<file path="src/rtl/fp_mavg_if.sv">
// -----------------------------------------------------------------------------
// sfp : signed fixed-point sample stream
//
// Purpose
//    Carries one fixed-point sample value plus format tags that describe
//    the value's layout. Consumers read the tag widths at elaboration time
//    to confirm that both ends agree on the number format.
//
// Parameters
//    iw         integer bits, sign bit included
//    qw         fractional bits
//    is_signed  1 = two's complement samples, 0 = unsigned
//
// Signals
//    val           sample value, iw+qw bits
//    dummy_qw      format tag, width qw+1
//    dummy_wl      format tag, width iw+qw+1
//    dummy_signed  format tag, width 1 when signed, 2 when unsigned
//
// Modports
//    master  producer side, drives val
//    slave   consumer side, reads val
// -----------------------------------------------------------------------------
interface sfp #(
   parameter int iw        = 4,
   parameter int qw        = 4,
   parameter bit is_signed = 1'b1
);

   logic signed [iw+qw-1:0]      val;
   logic [qw:0]                  dummy_qw;
   logic [iw+qw:0]               dummy_wl;
   logic [(is_signed ? 0 : 1):0] dummy_signed;

   // The tags only carry width information; their values are meaningless.
   assign dummy_qw     = '0;
   assign dummy_wl     = '0;
   assign dummy_signed = '0;

   modport master (output val, input dummy_qw, input dummy_wl, input dummy_signed);
   modport slave  (input  val, input dummy_qw, input dummy_wl, input dummy_signed);

endinterface

</file>
<file path="src/rtl/fp_mavg.sv">
// -----------------------------------------------------------------------------
// fp_mavg : streaming fixed-point moving-average filter
//
// Purpose
//    Averages the last N = 2**log2n signed samples. Each accepted sample
//    updates a running sum (add the new sample, subtract the one leaving
//    the window) and produces the rounded, saturated mean one cycle later.
//
// Ports
//    clk        clock
//    rst        synchronous active-high reset
//    in_valid   din.val holds a new sample this cycle
//    clear      synchronous window flush (applied before a same-cycle sample)
//    din        sfp slave, input sample (in_iw.in_qw)
//    dout       sfp master, window mean (out_iw.out_qw), holds when idle
//    out_valid  dout.val updated this cycle
//    primed     window holds N samples since last reset/clear
//    ovf        sticky saturation flag (only with FP_MAVG_OVF_FLAG_EN)
//
// Configuration
//    FP_MAVG_OVF_FLAG_EN  when defined, adds the sticky ovf output port
// -----------------------------------------------------------------------------
module fp_mavg #(
   parameter int in_iw  = 4,
   parameter int in_qw  = 4,
   parameter int out_iw = 4,
   parameter int out_qw = 4,
   parameter int log2n  = 2
) (
   input  logic clk,
   input  logic rst,
   input  logic in_valid,
   input  logic clear,
   sfp.slave    din,
   sfp.master   dout,
   output logic out_valid,
   output logic primed
`ifdef FP_MAVG_OVF_FLAG_EN
   ,
   output logic ovf
`endif
);

   localparam int N   = 1 << log2n;
   localparam int W   = in_iw + in_qw;
   localparam int OW  = out_iw + out_qw;
   localparam int AW  = W + log2n;
   localparam int PW  = (log2n > 0) ? log2n : 1;
   localparam int FW  = log2n + 1;

   // Shift that turns the sum (in_qw+log2n fraction bits) into out_qw bits.
   localparam int SH  = in_qw + log2n - out_qw;
   localparam int RSH = (SH > 0) ? SH : 0;
   localparam int LSH = (SH < 0) ? -SH : 0;

   // Conversion width: room for the rounding add, any left shift, and the
   // saturation comparison against the output range.
   localparam int CW0 = AW + 2 + LSH;
   localparam int CW  = (CW0 > OW + 1) ? CW0 : OW + 1;

   localparam logic signed [CW-1:0] RND  =
      (RSH > 0) ? (CW'(1) << ((RSH > 0) ? RSH - 1 : 0)) : '0;
   localparam logic signed [CW-1:0] MAXV = {{(CW-OW+1){1'b0}}, {(OW-1){1'b1}}};
   localparam logic signed [CW-1:0] MINV = ~MAXV;

   // Elaboration-time format checks on both stream ends.
   if ($bits(din.dummy_qw) - 1 != in_qw || $bits(din.dummy_wl) - 1 != in_iw + in_qw) begin : g_din_fmt
      $fatal(1, "fp_mavg: din format does not match in_iw/in_qw");
   end
   if ($bits(dout.dummy_qw) - 1 != out_qw || $bits(dout.dummy_wl) - 1 != out_iw + out_qw) begin : g_dout_fmt
      $fatal(1, "fp_mavg: dout format does not match out_iw/out_qw");
   end
   if ($bits(din.dummy_signed) != 1 || $bits(dout.dummy_signed) != 1) begin : g_sign_fmt
      $fatal(1, "fp_mavg: din and dout must be signed");
   end
   if (log2n < 0 || log2n > 12) begin : g_log2n_range
      $fatal(1, "fp_mavg: log2n must be in 0..12");
   end

   typedef enum logic {FILL, STEADY} state_t;

   state_t                 state;
   state_t                 state_eff;
   state_t                 state_next;

   logic signed [AW-1:0]   acc;
   logic [PW-1:0]          wptr;
   logic [FW-1:0]          fill;
   logic signed [W-1:0]    hist [N];

   logic signed [AW-1:0]   acc_base;
   logic [PW-1:0]          wptr_eff;
   logic [PW-1:0]          wptr_next;
   logic [FW-1:0]          fill_eff;
   logic signed [W-1:0]    old;
   logic signed [AW-1:0]   acc_next;
   logic signed [CW-1:0]   ext;
   logic signed [CW-1:0]   scaled;
   logic                   saturate;
   logic [OW-1:0]          result;

   // State register.
   always_ff @(posedge clk) begin
      if (rst) begin
         state <= FILL;
      end else begin
         state <= state_next;
      end
   end

   // Next state. A clear behaves as if the window were already flushed, so
   // a same-cycle sample counts as the first sample of a fresh window.
   always_comb begin
      state_eff  = clear ? FILL : state;
      state_next = state_eff;
      if (in_valid && state_eff == FILL && fill_eff == FW'(N - 1)) begin
         state_next = STEADY;
      end
   end

   // FSM outputs.
   always_comb begin
      primed = (state == STEADY);
   end

   // Running-sum update and fixed-point conversion of the new mean.
   always_comb begin
      acc_base  = clear ? '0 : acc;
      wptr_eff  = clear ? '0 : wptr;
      fill_eff  = clear ? '0 : fill;
      wptr_next = (wptr_eff == PW'(N - 1)) ? '0 : wptr_eff + PW'(1);
      old       = (state_eff == STEADY) ? hist[wptr_eff] : '0;
      acc_next  = acc_base + AW'(din.val) - AW'(old);

      ext      = CW'(acc_next);
      scaled   = ((ext + RND) >>> RSH) <<< LSH;
      saturate = (scaled > MAXV) || (scaled < MINV);

      if (scaled > MAXV) begin
         result = MAXV[OW-1:0];
      end else if (scaled < MINV) begin
         result = MINV[OW-1:0];
      end else begin
         result = scaled[OW-1:0];
      end
   end

   // Datapath registers; dout.val only moves when a sample is accepted.
   always_ff @(posedge clk) begin
      if (rst) begin
         acc       <= '0;
         wptr      <= '0;
         fill      <= '0;
         out_valid <= 1'b0;
         dout.val  <= '0;
      end else begin
         out_valid <= in_valid;
         if (in_valid) begin
            acc      <= acc_next;
            wptr     <= wptr_next;
            fill     <= (state_eff == FILL) ? fill_eff + FW'(1) : fill_eff;
            dout.val <= result;
         end else begin
            acc  <= acc_base;
            wptr <= wptr_eff;
            fill <= fill_eff;
         end
      end
   end

   // History buffer is not reset; FILL never reads stale entries.
   always_ff @(posedge clk) begin
      if (!rst && in_valid) begin
         hist[wptr_eff] <= din.val;
      end
   end

`ifdef FP_MAVG_OVF_FLAG_EN
   // Sticky overflow; a saturating sample on a clear cycle re-arms it.
   always_ff @(posedge clk) begin
      if (rst) begin
         ovf <= 1'b0;
      end else if (clear) begin
         ovf <= in_valid & saturate;
      end else if (in_valid && saturate) begin
         ovf <= 1'b1;
      end
   end
`endif

endmodule

</file>
<file path="src/flat_wrapper.sv">
// flat-port wrapper written by rule: the top's interface ports become plain ports
module fp_mavg_flat 
#(
   parameter int in_iw  = 4,
   parameter int in_qw  = 4,
   parameter int out_iw = 4,
   parameter int out_qw = 4,
   parameter int log2n  = 2
)
  (clk, rst, in_valid, clear, out_valid, primed, din_val, dout_val);
  sfp #(.iw(4), .qw(4)) din_i ();
  sfp #(.iw(4), .qw(4)) dout_i ();
  input  logic clk;
  input  logic rst;
  input  logic in_valid;
  input  logic clear;
  output logic out_valid;
  output logic primed;
  input wire logic [$bits(din_i.val)-1:0] din_val;
  output wire logic [$bits(dout_i.val)-1:0] dout_val;
  assign din_i.val = din_val;
  assign dout_val = dout_i.val;
  fp_mavg #(.in_iw(in_iw), .in_qw(in_qw), .out_iw(out_iw), .out_qw(out_qw), .log2n(log2n)) u_core (.clk(clk), .rst(rst), .in_valid(in_valid), .clear(clear), .din(din_i), .dout(dout_i), .out_valid(out_valid), .primed(primed));
endmodule
</file>
<file path="config.mk">
export PLATFORM = sky130hd
export DESIGN_NAME = fp_mavg_flat
export DESIGN_NICKNAME = d
export VERILOG_FILES = /design/src/rtl/fp_mavg_if.sv /design/src/rtl/fp_mavg.sv /design/src/flat_wrapper.sv
export SDC_FILE = /design/constraint.sdc
export NUM_CORES = 1
export LEC_CHECK = 0
export ABC_AREA = 1
export BUFFER_PORTS_ARGS = -buffer_cell sky130_fd_sc_hd__clkbuf_2
export CORE_MARGIN = 3
export CORE_UTILIZATION = 55
export DETAILED_ROUTE_END_ITERATION = 8
export PLACE_DENSITY_LB_ADDON = 0.2
export SKIP_LAST_GASP = 1
export SLEW_MARGIN = 20
export SYNTH_ARGS = -nofsm -noshare
export SYNTH_HDL_FRONTEND = slang
export SYNTH_SLANG_ARGS = --single-unit
</file>
<file path="constraint.sdc">
create_clock -name clk -period 10.5 [get_ports clk]
set_input_delay 3.15 -clock clk [delete_from_list [all_inputs] [get_ports clk]]
set_output_delay 3.15 -clock clk [all_outputs]
set_load 0.005 [all_outputs]
</file>
==> implementation parameters <==
Parameter                              Value

Critical path
  Type of the worst setup path    in -> reg
  Critical path, cell by cell    clkbuf_2 > inv_1 > nand2_1 > clkinv_1 > o21ai_0 > o22ai_1 > nand2_1 > fa_1 > fa_1 > or2_1 > nand2_1 > inv_1 > ha_1 > nand3_1 > nor2_4 > nand2_4 > nor2_4 > nand3_1 > nand2_2 > nor2_4 > a21oi_2
  Data required, critical path    10.72 ns
  Worst Path Buf+Inv    4
  Kind of capture point of the worst setup path    register
  Biggest cell delay along the critical path    0.52 ns
  Kind of cell with the highest combined delay on the critical path    simple AND/OR/NAND/NOR gates
  Slowest CP cell    sky130_fd_sc_hd__fa_1
  Largest driver fanout on the critical path    15
  WP data arrival    7.06 ns
  Type of element launching the critical path    input pin

Floorplan
  Core Box Area    around 5700 µm²
  Placement row count    27
  Starting utilization of the core area    between 50 and 60%
  Area of the die    about 7000 µm²
  IO Count    22
  DIE WIDTH    83.6 µm
  Die boundary height    83.6 µm

Logic synthesis
  Share of synthesized area spent on multiplexers    0%
  Most frequent cells after synthesis    sky130_fd_sc_hd__nand2_1 (74), sky130_fd_sc_hd__inv_1 (51), sky130_fd_sc_hd__nor2_1 (39), sky130_fd_sc_hd__edfxtp_1 (32), sky130_fd_sc_hd__o21ai_0 (30)
  Total of warnings raised by yosys    0
  Flop and latch count out of synthesis    57
  Top_reg_cell synth    sky130_fd_sc_hd__edfxtp_1
  Proportion of synthesized chip area in sequential cells    44.1%
  Cell type contributing the most total cell area after synthesis    sky130_fd_sc_hd__edfxtp_1
  Mapped cell area    around 3300 µm²
  Nets in the synthesized netlist    423
  Post-synthesis average cell area    about 8.6 µm²
  Cells taking the most area after synthesis    sky130_fd_sc_hd__edfxtp_1 (29%), sky130_fd_sc_hd__dfxtp_1 (15%), sky130_fd_sc_hd__nand2_1 (8.4%)
  Post-synth EDFFs    32
  Number of unique standard cell types used by synthesis    32
  Post-synthesis simple-gate area fraction    23.9%
  Post-synthesis instance total    384
  Most common cell in the netlist    sky130_fd_sc_hd__nand2_1
  Post-synthesis compound-gate area fraction    11.4%
  Area share of the largest cell type after synthesis    between 20 and 30%
  Main combinational cell family by area after synthesis    simple AND/OR/NAND/NOR gates
  Adder-cell area share of the yosys netlist    12.2%
  Fraction of synthesis flops using an asynchronous set or reset pin    0%
  Post-synthesis share of cell area spent on xor and xnor gates    roughly 1.1%

Placed design
  Global placement routability congestion    0.878
  Placement-stage cell area    3480 µm²
  Number of input and output port buffers inserted    21
  Final HPWL DP    approximately 5200 µm

CTS
  Insertion delay of the later-clocked pin in the worst-skew pair    between 0.3 and 0.4 ns
  Clock tree from TritonCTS    yes
  Maximum clock path buffer count    2
  Number of clock buffers inserted by TritonCTS    9
  Buffers inserted during post-CTS setup optimization    0
  Clock sink count    57
  Clock Tree Root    sky130_fd_sc_hd__clkbuf_8
  Clock-pin slew of the registers on the worst-case setup and hold paths    0.06 ns
  Hold buffer count at cts    0
  Post-cts resize count    0
  H-tree level count    3

Drt
  Detailed Route Iter0 Violations    199
  Detail-routed via count per cell    around 5.4
  DRC Markers    0
  Remaining antenna violation count    0
  Router iterations before antenna repair    5
  Avg WL per Cell    14.3 µm
  Final wirelength    6950 µm
  Via total after detailed routing    between 2000 and 3000

Pwr
  Cell area power density    171 nW/µm²
  Peak supply drop    95.6 µV
  Leakage power total    roughly 1.7 nW
  Part of the total power dissipated in sequential elements    between 40% and 50%
  Combinational cell fraction of total power    between 20% and 30%
  Part of the power in the clock network    35.6%
  Internal    433 µW
  Switching power    197 µW
  Total power after layout    630 µW
  Sw Share    a little under a third

Worst hold path
  Type of the tightest min-delay check    reg -> reg

Final layout
  Final layout net count    448
  Final instance area    3690 µm²
  Synth-to-Final Area Change    11.6%
  Fraction of layout instances using a drive strength above 1    18.1%
  Antenna diode instance count    0

STA
  Final cycle utilization of the critical path    65.1%
  Worst Skew    0.00467 ns
  Relative max-transition margin    47.0%
  Unrepaired setup endpoints after global routing    no
  Least-Margin Pin Slew    0.791 ns
  Post-layout minimum cycle time    ~6.8 ns
  Final Hold Fails    0
  Final hold slack    roughly 0.47 ns
  Maximum operating frequency    about 0.15 GHz
  Sum of negative setup slack    0 ns
  Final max-slew violation count    0
  Setup-failing EPs final    0

Global routing
  Global-route met3 utilization    5.33%
  Most Crowded Layer GR    met2
  Vias in the first global route    ~2600
  First-pass GRT wire length    around 12000 µm
  Global-route track usage on met2    approximately a third
  Maximum number of pins on one net before global-route repair    21
  Congestion Overflow GR    0
  Routing usage on met1    30.9%
  Initial antenna violation count    0
  Overall track demand over capacity in global routing    21.8%

Run
  Max Cap Violations    0

Outcome
  Run status    finished clean
==> cells in the final DEF (no fill, tap or decap), drive strengths merged, types with 4 or more instances in the layout <==
| cell | count |
|---|---|
| o22ai | 11 |
| o21ai | 33 |
| clkinv | 4 |
| nor2 | 47 |
| fa | 9 |
| clkbuf | 30 |
| edfxtp | 32 |
| nand2 | 88 |
| dfxtp | 25 |
| nand3 | 27 |
| ha | 18 |
| a21oi | 19 |
| inv | 55 |
==> path summary, 6_finish.rpt <==
path              cells after the start  slack (ns)                         endpoint                            start
hold reg to reg                       2        0.47  u_core.dout.val[7]$_SDFFE_PP0P_  u_core.dout.val[7]$_SDFFE_PP0P_
setup / recovery                     21        3.66  u_core.dout.val[5]$_SDFFE_PP0P_                            clear
setup reg to reg                     21        6.27  u_core.dout.val[5]$_SDFFE_PP0P_        u_core.wptr[0]$_SDFF_PP0_
hold / removal                        2        0.47  u_core.dout.val[7]$_SDFFE_PP0P_  u_core.dout.val[7]$_SDFFE_PP0P_
==> tightest hold or removal path, delay by kind of cell, from the launching register on <==
| family | cells | cell delay [ns] |
|---|---|---|
| flip-flops | 1 | 0.31 |
| AND/OR/NAND/NOR | 2 | 0.12 |
==> kinds of logic after synthesis <==
family	Yosys count
fa+ha+maj	27
xor+xnor	4
flops	57
compound gates	66
simple gates	167
buf+inv	63
==> layer usage <==
metal	share of wire (%)	wire, µm	up-vias
met5	0	0	-
met4	1.4	100	0
met3	6.1	427	14
met2	44	3060	89
met1	48	3360	1230
li1	-	-	1314
==> through the flow <==
stage	std cells	utilization [%]	setup slack (ns)
after floorplan	384	-	4.23
after global placement	470	61.2	3.54
after detailed placement	470	61.2	3.37
after CTS	486	65.1	3.69
after global routing	486	65.1	3.30
final	486	65.1	3.66
==> power by group through the flow <==
stage                     logic, mW  registers (mW)  clock network, mW
after floorplan               0.118           0.256                  0
after CTS                     0.154           0.252              0.224
after global placement        0.149           0.256                  0
after global routing          0.177           0.253              0.236
final                         0.154           0.252              0.224
after detailed placement      0.152           0.257                  0
==> final cells by class <==
type	count	area, µm²
fillers	494	1980
flip-flops and latches	57	1460
inverters	56	210
well taps	72	90.1
multi-input cells	264	1610
clock buffers	9	124
repair buffers	21	105
clock inverters	7	93.8
==> state kept, by name, summed over array words and instances (netlist names) <==
name / count
u_core.acc: 10
u_core.fill: 3
u_core.out_valid: 1
u_core.wptr: 2
u_core.dout.val: 8
u_core.hist: 32
u_core.primed: 1
(Power assumes the default switching activity.)
